===== src/rtl/soc_test_monitor_pkg.sv =====
// +--------------------------------------------------------------------------+
// | soc_test_pkg: shared states and address map of the SoC test monitor       |
// | rev 1.0                                                                  |
// +--------------------------------------------------------------------------+
`default_nettype none

package soc_test_pkg;

  localparam int STATE_W = 3;

  localparam logic [STATE_W-1:0] ST_HOLD    = 3'd0;
  localparam logic [STATE_W-1:0] ST_RUN     = 3'd1;
  localparam logic [STATE_W-1:0] ST_PASS    = 3'd2;
  localparam logic [STATE_W-1:0] ST_FAIL    = 3'd3;
  localparam logic [STATE_W-1:0] ST_TIMEOUT = 3'd4;

  localparam logic [31:0] TOHOST_PASS = 32'd1;

  // Must agree with the linker script of the compliance programs
  localparam logic [31:0] TOHOST_ADDR_DFLT = 32'h8000_1000;
  localparam logic [31:0] SIG_BASE_DFLT    = 32'h8000_2000;
  localparam int          SIG_WORDS_DFLT   = 64;

endpackage

`default_nettype wire


===== src/rtl/soc_test_monitor_if.sv =====
// +--------------------------------------------------------------------------+
// | soc_test_monitor_if: data-memory write port observed by the monitor      |
// | rev 1.0                                                                  |
// +--------------------------------------------------------------------------+
`default_nettype none

interface soc_test_monitor_if #(
  parameter int ADDR_W = 32,
  parameter int DATA_W = 32
);

  logic              wr_en;
  logic [ADDR_W-1:0] wr_addr;
  logic [DATA_W-1:0] wr_data;

  modport master (output wr_en, output wr_addr, output wr_data);
  modport slave  (input  wr_en, input  wr_addr, input  wr_data);

endinterface

`default_nettype wire


===== src/rtl/soc_test_monitor_sig_accum.sv =====
// +--------------------------------------------------------------------------+
// | soc_sig_accum: signature-region decode, rotate-xor sum, write counter    |
// | rev 1.0                                                                  |
// +--------------------------------------------------------------------------+
`default_nettype none

module soc_sig_accum
  import soc_test_pkg::*;
#(
  parameter int                ADDR_W    = 32,
  parameter int                DATA_W    = 32,
  parameter logic [ADDR_W-1:0] SIG_BASE  = ADDR_W'(SIG_BASE_DFLT),
  parameter int                SIG_WORDS = SIG_WORDS_DFLT
) (
  input  wire logic              clk,
  input  wire logic              rst,
  input  wire logic              en,
  input  wire logic              wr_en,
  input  wire logic [ADDR_W-1:0] wr_addr,
  input  wire logic [DATA_W-1:0] wr_data,
  output logic      [15:0]       sig_count,
  output logic      [DATA_W-1:0] sig_sum
);

  localparam logic [ADDR_W:0] c_span = (ADDR_W+1)'(SIG_WORDS) << 2;

  logic [ADDR_W-1:0] w_off;
  logic              w_hit;
  logic [15:0]       sig_count_d, sig_count_q;
  logic [DATA_W-1:0] sig_sum_d, sig_sum_q;

  // Offset compare avoids overflow of SIG_BASE + span near the top of memory
  assign w_off = wr_addr - SIG_BASE;
  assign w_hit = (wr_addr >= SIG_BASE) && ({1'b0, w_off} < c_span);

  always_comb begin
    sig_count_d = sig_count_q;
    sig_sum_d   = sig_sum_q;
    if (en && wr_en && w_hit) begin
      sig_sum_d = {sig_sum_q[DATA_W-2:0], sig_sum_q[DATA_W-1]} ^ wr_data;
      if (sig_count_q != 16'hFFFF) begin
        sig_count_d = sig_count_q + 16'd1;
      end
    end
  end

  always_ff @(posedge clk or negedge rst) begin
    if (!rst) begin
      sig_count_q <= '0;
      sig_sum_q   <= '0;
    end else begin
      sig_count_q <= sig_count_d;
      sig_sum_q   <= sig_sum_d;
    end
  end

  assign sig_count = sig_count_q;
  assign sig_sum   = sig_sum_q;

endmodule

`default_nettype wire


===== src/rtl/soc_test_monitor.sv =====
// +--------------------------------------------------------------------------+
// | soc_test_monitor: SoC reset sequencer, tohost/signature monitor, watchdog|
// | rev 1.0                                                                  |
// +--------------------------------------------------------------------------+
`default_nettype none

module soc_test_monitor
  import soc_test_pkg::*;
#(
  parameter int                ADDR_W      = 32,
  parameter int                DATA_W      = 32,
  parameter int                RST_CYCLES  = 2,
  parameter int                TIMEOUT     = 150,
  parameter int                CNT_W       = 32,
  parameter logic [ADDR_W-1:0] TOHOST_ADDR = ADDR_W'(TOHOST_ADDR_DFLT),
  parameter logic [ADDR_W-1:0] SIG_BASE    = ADDR_W'(SIG_BASE_DFLT),
  parameter int                SIG_WORDS   = SIG_WORDS_DFLT
) (
  input  wire logic              clk,
  input  wire logic              rst,
  soc_test_monitor_if.slave      bus,
  output logic                   core_rst,
  output logic                   done,
  output logic                   pass,
  output logic                   timeout,
  output logic      [DATA_W-2:0] fail_code,
  output logic      [CNT_W-1:0]  cycles,
  output logic      [15:0]       sig_count,
  output logic      [DATA_W-1:0] sig_sum
);

  localparam int                HOLD_W       = $clog2(RST_CYCLES + 1);
  localparam logic [HOLD_W-1:0] c_hold_last  = HOLD_W'(RST_CYCLES - 1);
  localparam logic [CNT_W-1:0]  c_wdog_last  = CNT_W'(TIMEOUT - 1);
  localparam logic [ADDR_W:0]   c_span       = (ADDR_W+1)'(SIG_WORDS) << 2;
  localparam logic [ADDR_W-1:0] c_tohost_off = TOHOST_ADDR - SIG_BASE;

  if ((TOHOST_ADDR >= SIG_BASE) && ({1'b0, c_tohost_off} < c_span)) begin : g_tohost_in_sig
    $fatal(1, "soc_test_monitor: TOHOST_ADDR lies inside the signature region");
  end
  if ((RST_CYCLES < 1) || (TIMEOUT < 1)) begin : g_bad_counts
    $fatal(1, "soc_test_monitor: RST_CYCLES and TIMEOUT must be at least 1");
  end

  logic [STATE_W-1:0] state_d, state_q;
  logic [HOLD_W-1:0]  hold_d, hold_q;
  logic [CNT_W-1:0]   cycles_d, cycles_q;
  logic [DATA_W-2:0]  fail_code_d, fail_code_q;
  logic               core_rst_d, core_rst_q;
  logic               done_d, done_q;
  logic               pass_d, pass_q;
  logic               timeout_d, timeout_q;
  logic               w_tohost_wr;

  assign w_tohost_wr = bus.wr_en && (bus.wr_addr == TOHOST_ADDR);

  always_comb begin
    state_d     = state_q;
    hold_d      = hold_q;
    cycles_d    = cycles_q;
    fail_code_d = fail_code_q;
    core_rst_d  = core_rst_q;
    done_d      = done_q;
    pass_d      = pass_q;
    timeout_d   = timeout_q;
    case (state_q)
      ST_HOLD: begin
        if (hold_q == c_hold_last) begin
          state_d    = ST_RUN;
          core_rst_d = 1'b0;
        end else begin
          hold_d = hold_q + HOLD_W'(1);
        end
      end
      ST_RUN: begin
        cycles_d = cycles_q + CNT_W'(1);
        // A tohost write outranks watchdog expiry in the same cycle
        if (w_tohost_wr && (bus.wr_data == DATA_W'(TOHOST_PASS))) begin
          state_d = ST_PASS;
          done_d  = 1'b1;
          pass_d  = 1'b1;
        end else if (w_tohost_wr && bus.wr_data[0]) begin
          state_d     = ST_FAIL;
          done_d      = 1'b1;
          fail_code_d = bus.wr_data[DATA_W-1:1];
        end else if (cycles_q == c_wdog_last) begin
          state_d   = ST_TIMEOUT;
          done_d    = 1'b1;
          timeout_d = 1'b1;
        end
      end
      default: ;
    endcase
  end

  always_ff @(posedge clk or negedge rst) begin
    if (!rst) begin
      state_q     <= ST_HOLD;
      hold_q      <= '0;
      cycles_q    <= '0;
      fail_code_q <= '0;
      core_rst_q  <= 1'b1;
      done_q      <= 1'b0;
      pass_q      <= 1'b0;
      timeout_q   <= 1'b0;
    end else begin
      state_q     <= state_d;
      hold_q      <= hold_d;
      cycles_q    <= cycles_d;
      fail_code_q <= fail_code_d;
      core_rst_q  <= core_rst_d;
      done_q      <= done_d;
      pass_q      <= pass_d;
      timeout_q   <= timeout_d;
    end
  end

  soc_sig_accum #(
    .ADDR_W    (ADDR_W),
    .DATA_W    (DATA_W),
    .SIG_BASE  (SIG_BASE),
    .SIG_WORDS (SIG_WORDS)
  ) u_sig_accum (
    .clk       (clk),
    .rst       (rst),
    .en        (state_q == ST_RUN),
    .wr_en     (bus.wr_en),
    .wr_addr   (bus.wr_addr),
    .wr_data   (bus.wr_data),
    .sig_count (sig_count),
    .sig_sum   (sig_sum)
  );

  assign core_rst  = core_rst_q;
  assign done      = done_q;
  assign pass      = pass_q;
  assign timeout   = timeout_q;
  assign fail_code = fail_code_q;
  assign cycles    = cycles_q;

endmodule

`default_nettype wire


===== src/flat_wrapper.sv =====
// flat-port wrapper written by rule: the top's interface ports become plain ports
module soc_test_monitor_flat import soc_test_pkg::*;
#(
  parameter int                ADDR_W      = 32,
  parameter int                DATA_W      = 32,
  parameter int                RST_CYCLES  = 2,
  parameter int                TIMEOUT     = 150,
  parameter int                CNT_W       = 32,
  parameter logic [ADDR_W-1:0] TOHOST_ADDR = ADDR_W'(TOHOST_ADDR_DFLT),
  parameter logic [ADDR_W-1:0] SIG_BASE    = ADDR_W'(SIG_BASE_DFLT),
  parameter int                SIG_WORDS   = SIG_WORDS_DFLT
)
  (clk, rst, core_rst, done, pass, timeout, fail_code, cycles, sig_count, sig_sum, bus_wr_en, bus_wr_addr, bus_wr_data);
  soc_test_monitor_if #(.ADDR_W(ADDR_W), .DATA_W(DATA_W)) bus_i ();
  input  wire logic clk;
  input  wire logic rst;
  output logic core_rst;
  output logic done;
  output logic pass;
  output logic timeout;
  output logic      [DATA_W-2:0] fail_code;
  output logic      [CNT_W-1:0] cycles;
  output logic      [15:0] sig_count;
  output logic      [DATA_W-1:0] sig_sum;
  input wire logic [$bits(bus_i.wr_en)-1:0] bus_wr_en;
  input wire logic [$bits(bus_i.wr_addr)-1:0] bus_wr_addr;
  input wire logic [$bits(bus_i.wr_data)-1:0] bus_wr_data;
  assign bus_i.wr_en = bus_wr_en;
  assign bus_i.wr_addr = bus_wr_addr;
  assign bus_i.wr_data = bus_wr_data;
  soc_test_monitor #(.ADDR_W(ADDR_W), .DATA_W(DATA_W), .RST_CYCLES(RST_CYCLES), .TIMEOUT(TIMEOUT), .CNT_W(CNT_W), .TOHOST_ADDR(TOHOST_ADDR), .SIG_BASE(SIG_BASE), .SIG_WORDS(SIG_WORDS)) u_core (.clk(clk), .rst(rst), .bus(bus_i), .core_rst(core_rst), .done(done), .pass(pass), .timeout(timeout), .fail_code(fail_code), .cycles(cycles), .sig_count(sig_count), .sig_sum(sig_sum));
endmodule

===== config.mk =====
export PLATFORM = sky130hd
export DESIGN_NAME = soc_test_monitor_flat
export DESIGN_NICKNAME = d
export VERILOG_FILES = /design/src/rtl/soc_test_monitor_pkg.sv /design/src/rtl/soc_test_monitor_if.sv /design/src/rtl/soc_test_monitor_sig_accum.sv /design/src/rtl/soc_test_monitor.sv /design/src/flat_wrapper.sv
export SDC_FILE = /design/constraint.sdc
export NUM_CORES = 1
export LEC_CHECK = 0
export CORE_AREA = 2 2 138 140
export CTS_CLUSTER_DIAMETER = 50
export DETAILED_ROUTE_END_ITERATION = 12
export DIE_AREA = 0 0 140 142
export GPL_TIMING_DRIVEN = 1
export PLACE_DENSITY_LB_ADDON = 0.25
export SYNTH_ARGS = -nofsm -noshare
export SYNTH_HDL_FRONTEND = slang
export SYNTH_HIERARCHICAL = 1
export SYNTH_SLANG_ARGS = --single-unit

===== constraint.sdc =====
create_clock -name clk -period 8.3 [get_ports clk]
set_clock_uncertainty 0.15 [all_clocks]
set_input_delay 2.075 -clock clk [delete_from_list [all_inputs] [get_ports clk]]
set_output_delay 2.075 -clock clk [all_outputs]
set_load 0.01 [all_outputs]

==> results of run 1 <==
[worst max-delay path, cell delays in order]
cell	delay (ns)
clkdlybuf4s50_1	0.45
inv_1	0.08
ha_1	0.18
or4b_4	0.52
nor4_1	0.37
xnor2_1	0.18
o2111ai_2	0.41
or3_2	1.06
mux2_4	0.46
[through the flow]
stage	setup WS (ns)	hold slack (ns)
final	2.63	0.312
after global routing	2.38	0.335
after CTS	2.65	0.315
after detailed placement	2.21	0.300
after global placement	2.37	0.296
after floorplan	3.59	0.298
[final cells by class]
cell class	count	area, µm²	area share, %
clock buffer	21	460	5.37
clock inverter	11	148	1.72
inverter	11	41.3	0.481
multi-input combinational	328	2810	32.7
sequential	120	3000	35.0
tap	234	293	3.41
timing repair buffer	183	1820	21.3
[state kept, by name (all words and copies together) (netlist names)]
signal / count
u_core/core_rst: 1
u_core/cycles: 32
u_core/done: 1
u_core/fail_code: 31
u_core/hold_q: 2
u_core/pass: 1
u_core/state_q: 3
u_core/timeout: 1
u_core/u_sig_accum/sig_count: 16
u_core/u_sig_accum/sig_sum: 32
[power by group]
part | switching, µW | internal [µW]
sequential | 0.00366 | 585
combinational | 34.4 | 35.6
clock | 266 | 488
[cells by family after synthesis]
family	synth area share [%]
and+or+nand+nor	15.8
muxes	16.7
AOI/OAI and AO/OA	1.92
adders and majority gates	1.06
buffers and inverters	2.05
xor gates and xnor gates	11.8
DFF	50.7
[how the worst max path moves through the flow]
| stage | endpoint | slack [ns] | cells after the start |
|---|---|---|---|
| floorplan | u_core/u_sig_accum/sig_sum[0] | 3.59 | 10 |
| global placement | u_core/u_sig_accum/sig_sum[2] | 2.37 | 9 |
| detailed placement | u_core/u_sig_accum/sig_sum[4] | 2.21 | 9 |
| CTS | u_core/u_sig_accum/sig_sum[6] | 2.65 | 9 |
| global route | u_core/u_sig_accum/sig_sum[6] | 2.38 | 9 |
| finish | u_core/u_sig_accum/sig_sum[6] | 2.63 | 9 |
[cell usage in the layout (no fill, tap or decap), types with 2 or more instances in the layout]
cell | synthesis | layout
a21oi_1 | 4 | 4
nand4b_1 | 3 | 3
a21o_1 | 2 | 2
and3_1 | 8 | 8
clkinv_2 | 0 | 2
xor2_1 | 57 | 57
nor4b_1 | 8 | 8
or3_1 | 4 | 3
mux2_2 | 6 | 6
nor4_2 | 2 | 2
clkbuf_8 | 0 | 2
clkbuf_1 | 2 | 2
bufinv_16 | 0 | 3
nand2b_1 | 5 | 5
mux2_4 | 60 | 60
xnor2_1 | 23 | 23
ha_1 | 5 | 5
or4_1 | 2 | 2
nor2_1 | 16 | 16
nor3_1 | 18 | 18
nor4_1 | 26 | 26
nand2_1 | 29 | 29
clkinvlp_4 | 0 | 4
clkdlybuf4s50_1 | 0 | 180
dfrtp_1 | 119 | 119
nand4_1 | 17 | 17
nand3_1 | 13 | 13
buf_4 | 0 | 3
inv_1 | 10 | 10
clkbuf_16 | 0 | 17
[synthesized netlist by cell type, types with 3 or more instances]
cell type    n  area, µm²
dfrtp_1    119       2980
mux2_4      60        901
xor2_1      57        499
nand2_1     29        109
nor4_1      26        163
xnor2_1     23        201
nor3_1      18       90.1
nand4_1     17        106
nor2_1      16       60.1
nand3_1     13       65.1
inv_1       10       37.5
and3_1       8       50.1
nor4b_1      8       70.1
buf_6        6       67.6
mux2_2       6       67.6
ha_1         5       62.6
nand2b_1     5       31.3
a21oi_1      4       20.0
or3_1        4       25.0
nand4b_1     3       26.3
[metal layers]
layer  wire [µm]  global-route usage (%)  up-vias
li1            -                       -     2073
met4         159                    5.42        0
met1        7110                    21.3     2234
met2        7370                    25.6      134
met5           0                       0        -
met3         789                    3.84       12
==> metrics, run 1 <==
start of the worst register-to-register path=u_core/state_q[1]; sequential area share after synthesis=50.7%; Syn Nets=540; area grow syn2layout=44.6%; first-iteration detailed-routing DRC count=202; Pins Over Slew Limit=0; synthesized cell area=5930 µm²; Setup Viol. Count Final=0; Primary FF master, synth=dfrtp_1; Worst Hold End=u_core/core_rst; CTS tree=yes; core area=18,500 µm²; Clock Tree Buf Depth=2; die span in y=142 µm; H-Tree Depth=4; hold_sp=u_core/core_rst; Detailed Place HPWL=11.2 mm; Placement Cell Area=7970 µm²; Setup crit start kind=input port; Root Driver=clkbuf_16; Max Clk Rate=176 MHz; Worst EP arrival=5.81 ns; initial antenna violation count=0; fin crit share=68.4%; post-synthesis cell type count=47; Antenna Violating Nets Remaining=0; Final nets=733; Total Power=1410 µW; io pins=182; hold depth=1; Post-Route Setup TNS=0 ns; critical path endpoint category=flip-flop; Tmin final=5.67 ns; critical-path maximum fanout=32; Post-CTS Resized=0; design area=8580 µm²; placed cells=876; post-synthesis instance total=468; Fillers=1,650; routed via count=4,453; outcome=complete, but fails checks; first-pass GRT wire length=25.1 mm; FF-to-FF setup slack=4.51 ns; peak supply drop=0.127 mV; Final GP Congestion=0.831; final design utilization=46.5%; Pwr Density=164 nW/µm²; DRC violations left=11; Reg-to-Reg End=u_core/u_sig_accum/sig_sum[6]; Synth Register Bits=120; Hold Crit Class=reg2reg; FP Rows=50; Reg2Reg Depth=9; vias in the first global route=4,624; DIE AREA=19,900 µm²; total grt overflow=0; n_diodes=0; Die X-Extent=140 µm; all-layer global routing usage=16.0%; RSZ-0062 raised after global routing=false; Final Hold Viols=0; failing checks=design-rule violations; drt wl/cell=17.0 µm; MaxCap Viol Count=0; Setup Buffers After CTS=0; synth warn=6; port bufs=181; Critical Path RT=8.43 ns; syn_area_per_cell=12.7 µm²; starting density of the core=32.1%; largest net degree at the start of global routing=71; post-route non-filler standard cell count=908; Slew @ Worst Pin=1.08 ns; Clk Latency, worst-skew pair=0.41 ns; WL final=15.4 mm; slew margin rel.=28.1%; CTS Hold Bufs=0; layout cell share with drive strength beyond 1=16.0%; TritonCTS Sinks=120; CTS Buf Count=17; first drt pass iteration count=10; CP Launch Point=bus_wr_addr[13]; Worst-path clk slew=0.05 ns; Async SR Flop Fraction=100%; Post-synth EDFFs=0; Pleak=0.00387 µW; vias per inst=4.90; Worst Setup Path Type=in2reg
(Power assumes the default switching activity.)
==> run 2: changes to the inputs <==
Clock period 8.3 ns to 5.06 ns, I/O delays scaled along.
==> run 2 against run 1 <==
Routed wire length increased by 2.7%. Critical endpoint is now u_core/u_sig_accum/sig_sum[21]. The run still ends with design-rule violations left. Die area unchanged. Register-to-register slack got worse by 2.6 ns. Clock power increased by 50%.
==> metrics, run 2 (same netlist as run 1, synthesis figures left out) <==
peak supply drop=0.199 mV (+56%); CP cell instances=clkdlybuf4s50_1, inv_1, ha_1, or4b_4, nor4_1, xnor2_1, o2111ai_2, or3_2, buf_4, mux2_4; most frequent cells in the layout=clkdlybuf4s50_1 (180), dfrtp_1 (119), mux2_4 (60), xor2_1 (57), nand2_1 (29); Final Hold Viols=0 (unchanged); crit path buf inv count=3 (+1); outcome=complete, but fails checks; design area=8540 µm² (-0.36%); Root Driver=clkbuf_16; critical path endpoint category=flip-flop; CP delay by family, top=simple AND/OR/NAND/NOR gates; vias in the first global route=4,786 (+3.5%); Antenna Violating Nets Remaining=0 (unchanged); first drt pass iteration count=10 (unchanged); start of the worst register-to-register path=u_core/state_q[1]; routed via count=4,501 (+1.1%); Post-Route Setup TNS=0 ns (unchanged); Setup Buffers After CTS=0 (unchanged); first-iteration detailed-routing DRC count=201 (-0.50%); CTS tree=yes; drt wl/cell=17.4 µm (+2.5%); Fillers=1,670 (+1.2%); Worst path slowest cell=or4b_4; Max Clk Rate=231 MHz; Multi-input gate area=2810 µm² (unchanged); RSZ-0062 raised after global routing=false; Clk Latency, worst-skew pair=0.41 ns (about the same); Setup crit start kind=input port; io pins=182 (unchanged); slew margin rel.=46.8% (+19 points); Placement Cell Area=8000 µm² (+0.35%); Die X-Extent=140 µm (unchanged); Final GP Congestion=0.804 (-3.2%); DRC violations left=11 (unchanged); DIE AREA=19,900 µm² (unchanged); FF-to-FF setup slack=1.88 ns (-2.63 ns); Critical Path RT=5.20 ns (-3.23 ns); Worst Hold End=u_core/core_rst; Slew @ Worst Pin=0.798 ns (-0.280 ns); CTS Hold Bufs=0 (unchanged); port bufs=181 (unchanged); hold_sp=u_core/core_rst; Reg-to-Reg End=u_core/u_sig_accum/sig_sum[21]; Clock Tree Buf Depth=2 (unchanged); post-route non-filler standard cell count=910 (+0.22%); n_diodes=0 (unchanged); slowest stage delay, CP=0.51 ns (-0.55 ns); Worst EP arrival=4.46 ns (-1.35 ns); Detailed Place HPWL=11.3 mm (+0.96%); Worst Setup Path Type=in2reg; Reg2Reg Depth=10 (+1); Post-CTS Resized=0 (unchanged); FF/Latch Area=3000 µm² (unchanged); CTS Buf Count=17 (unchanged); starting density of the core=32.1% (unchanged); placed cells=878 (+0.23%); total grt overflow=0 (unchanged); critical-path maximum fanout=32 (unchanged); FP Rows=50 (unchanged); Hold Crit Class=reg2reg; largest net degree at the start of global routing=63 (-11%); layout cell share with drive strength beyond 1=16.6% (+0.54 points); Final nets=735 (+0.27%); Pwr Density=258 nW/µm² (+57%); MaxCap Viol Count=0 (unchanged); die span in y=142 µm (unchanged); WL final=15.8 mm (+2.7%); Pins Over Slew Limit=0 (unchanged); vias per inst=4.95 (+0.86%); first-pass GRT wire length=25.7 mm (+2.4%); fin crit share=85.4%; Worst-path clk slew=0.06 ns (about the same); all-layer global routing usage=16.3% (+0.32 points); Pleak=0.00386 µW (about the same); initial antenna violation count=0 (unchanged); failing checks=design-rule violations; hold depth=1 (unchanged); area grow syn2layout=44.1%; TritonCTS Sinks=120 (unchanged); core area=18,500 µm² (unchanged); Tmin final=4.32 ns; Setup Viol. Count Final=0 (unchanged); most common cell after layout, fill and taps aside=clkdlybuf4s50_1; H-Tree Depth=4 (unchanged)
-- run 2: how the worst max path moves through the flow --
stage | from | endpoint | depth (start not counted)
finish | bus_wr_addr[13] | u_core/u_sig_accum/sig_sum[21] | 10
global route | bus_wr_addr[13] | u_core/u_sig_accum/sig_sum[12] | 10
CTS | bus_wr_addr[13] | u_core/u_sig_accum/sig_sum[21] | 10
detailed placement | bus_wr_addr[13] | u_core/u_sig_accum/sig_sum[3] | 10
global placement | bus_wr_addr[13] | u_core/u_sig_accum/sig_sum[9] | 10
floorplan | bus_wr_addr[13] | u_core/u_sig_accum/sig_sum[0] | 10
-- run 2: layer usage --
| metal | share of wire, % | vias to the layer above | global-route usage (%) |
|---|---|---|---|
| li1 | - | 2078 | - |
| met1 | 45 | 2271 | 21.1 |
| met2 | 48 | 139 | 27.3 |
| met3 | 5.1 | 13 | 3.36 |
| met4 | 1.1 | 0 | 5.58 |
| met5 | 0 | - | 0 |
-- run 2: area by class of cell --
type                            count  area share, %
Sequential cell                   120           35.2
Clock inverter                     13           1.13
Clock buffer                       19           5.30
Tap cell                          234           3.43
Timing Repair Buffer              185           21.7
Multi-Input combinational cell    328           32.8
Inverter                           11          0.483
-- run 2: where the power goes --
| group | internal, µW | switching [µW] | total, µW | leakage [µW] |
|---|---|---|---|---|
| combinational | 59.7 | 57.4 | 117 | 0.00195 |
| clock | 655 | 472 | 1130 | 0.000270 |
| sequential | 960 | 0.00581 | 960 | 0.00165 |
-- run 2: worst register-to-register path: cells and delay by family (launching register included) --
kind	cells	cell delay, ns
AO/OA/AOI/OAI	1	0.15
buffers and inverters	2	0.51
flip-flops	1	0.40
multiplexers	1	0.39
AND/OR/NAND/NOR	6	1.46
-- run 2: metrics by stage --
step | hold slack [ns] | setup slack, ns | util [%] | power [µW]
finish | 0.311 | 0.738 | 46.3 | 2200
detailed placement | 0.300 | 0.332 | 43.3 | 1100
global route | 0.331 | 0.522 | 46.3 | 2290
CTS | 0.314 | 0.776 | 46.3 | 2240
global placement | 0.295 | 0.445 | 43.3 | 1090
floorplan | 0.298 | 1.16 | - | 999
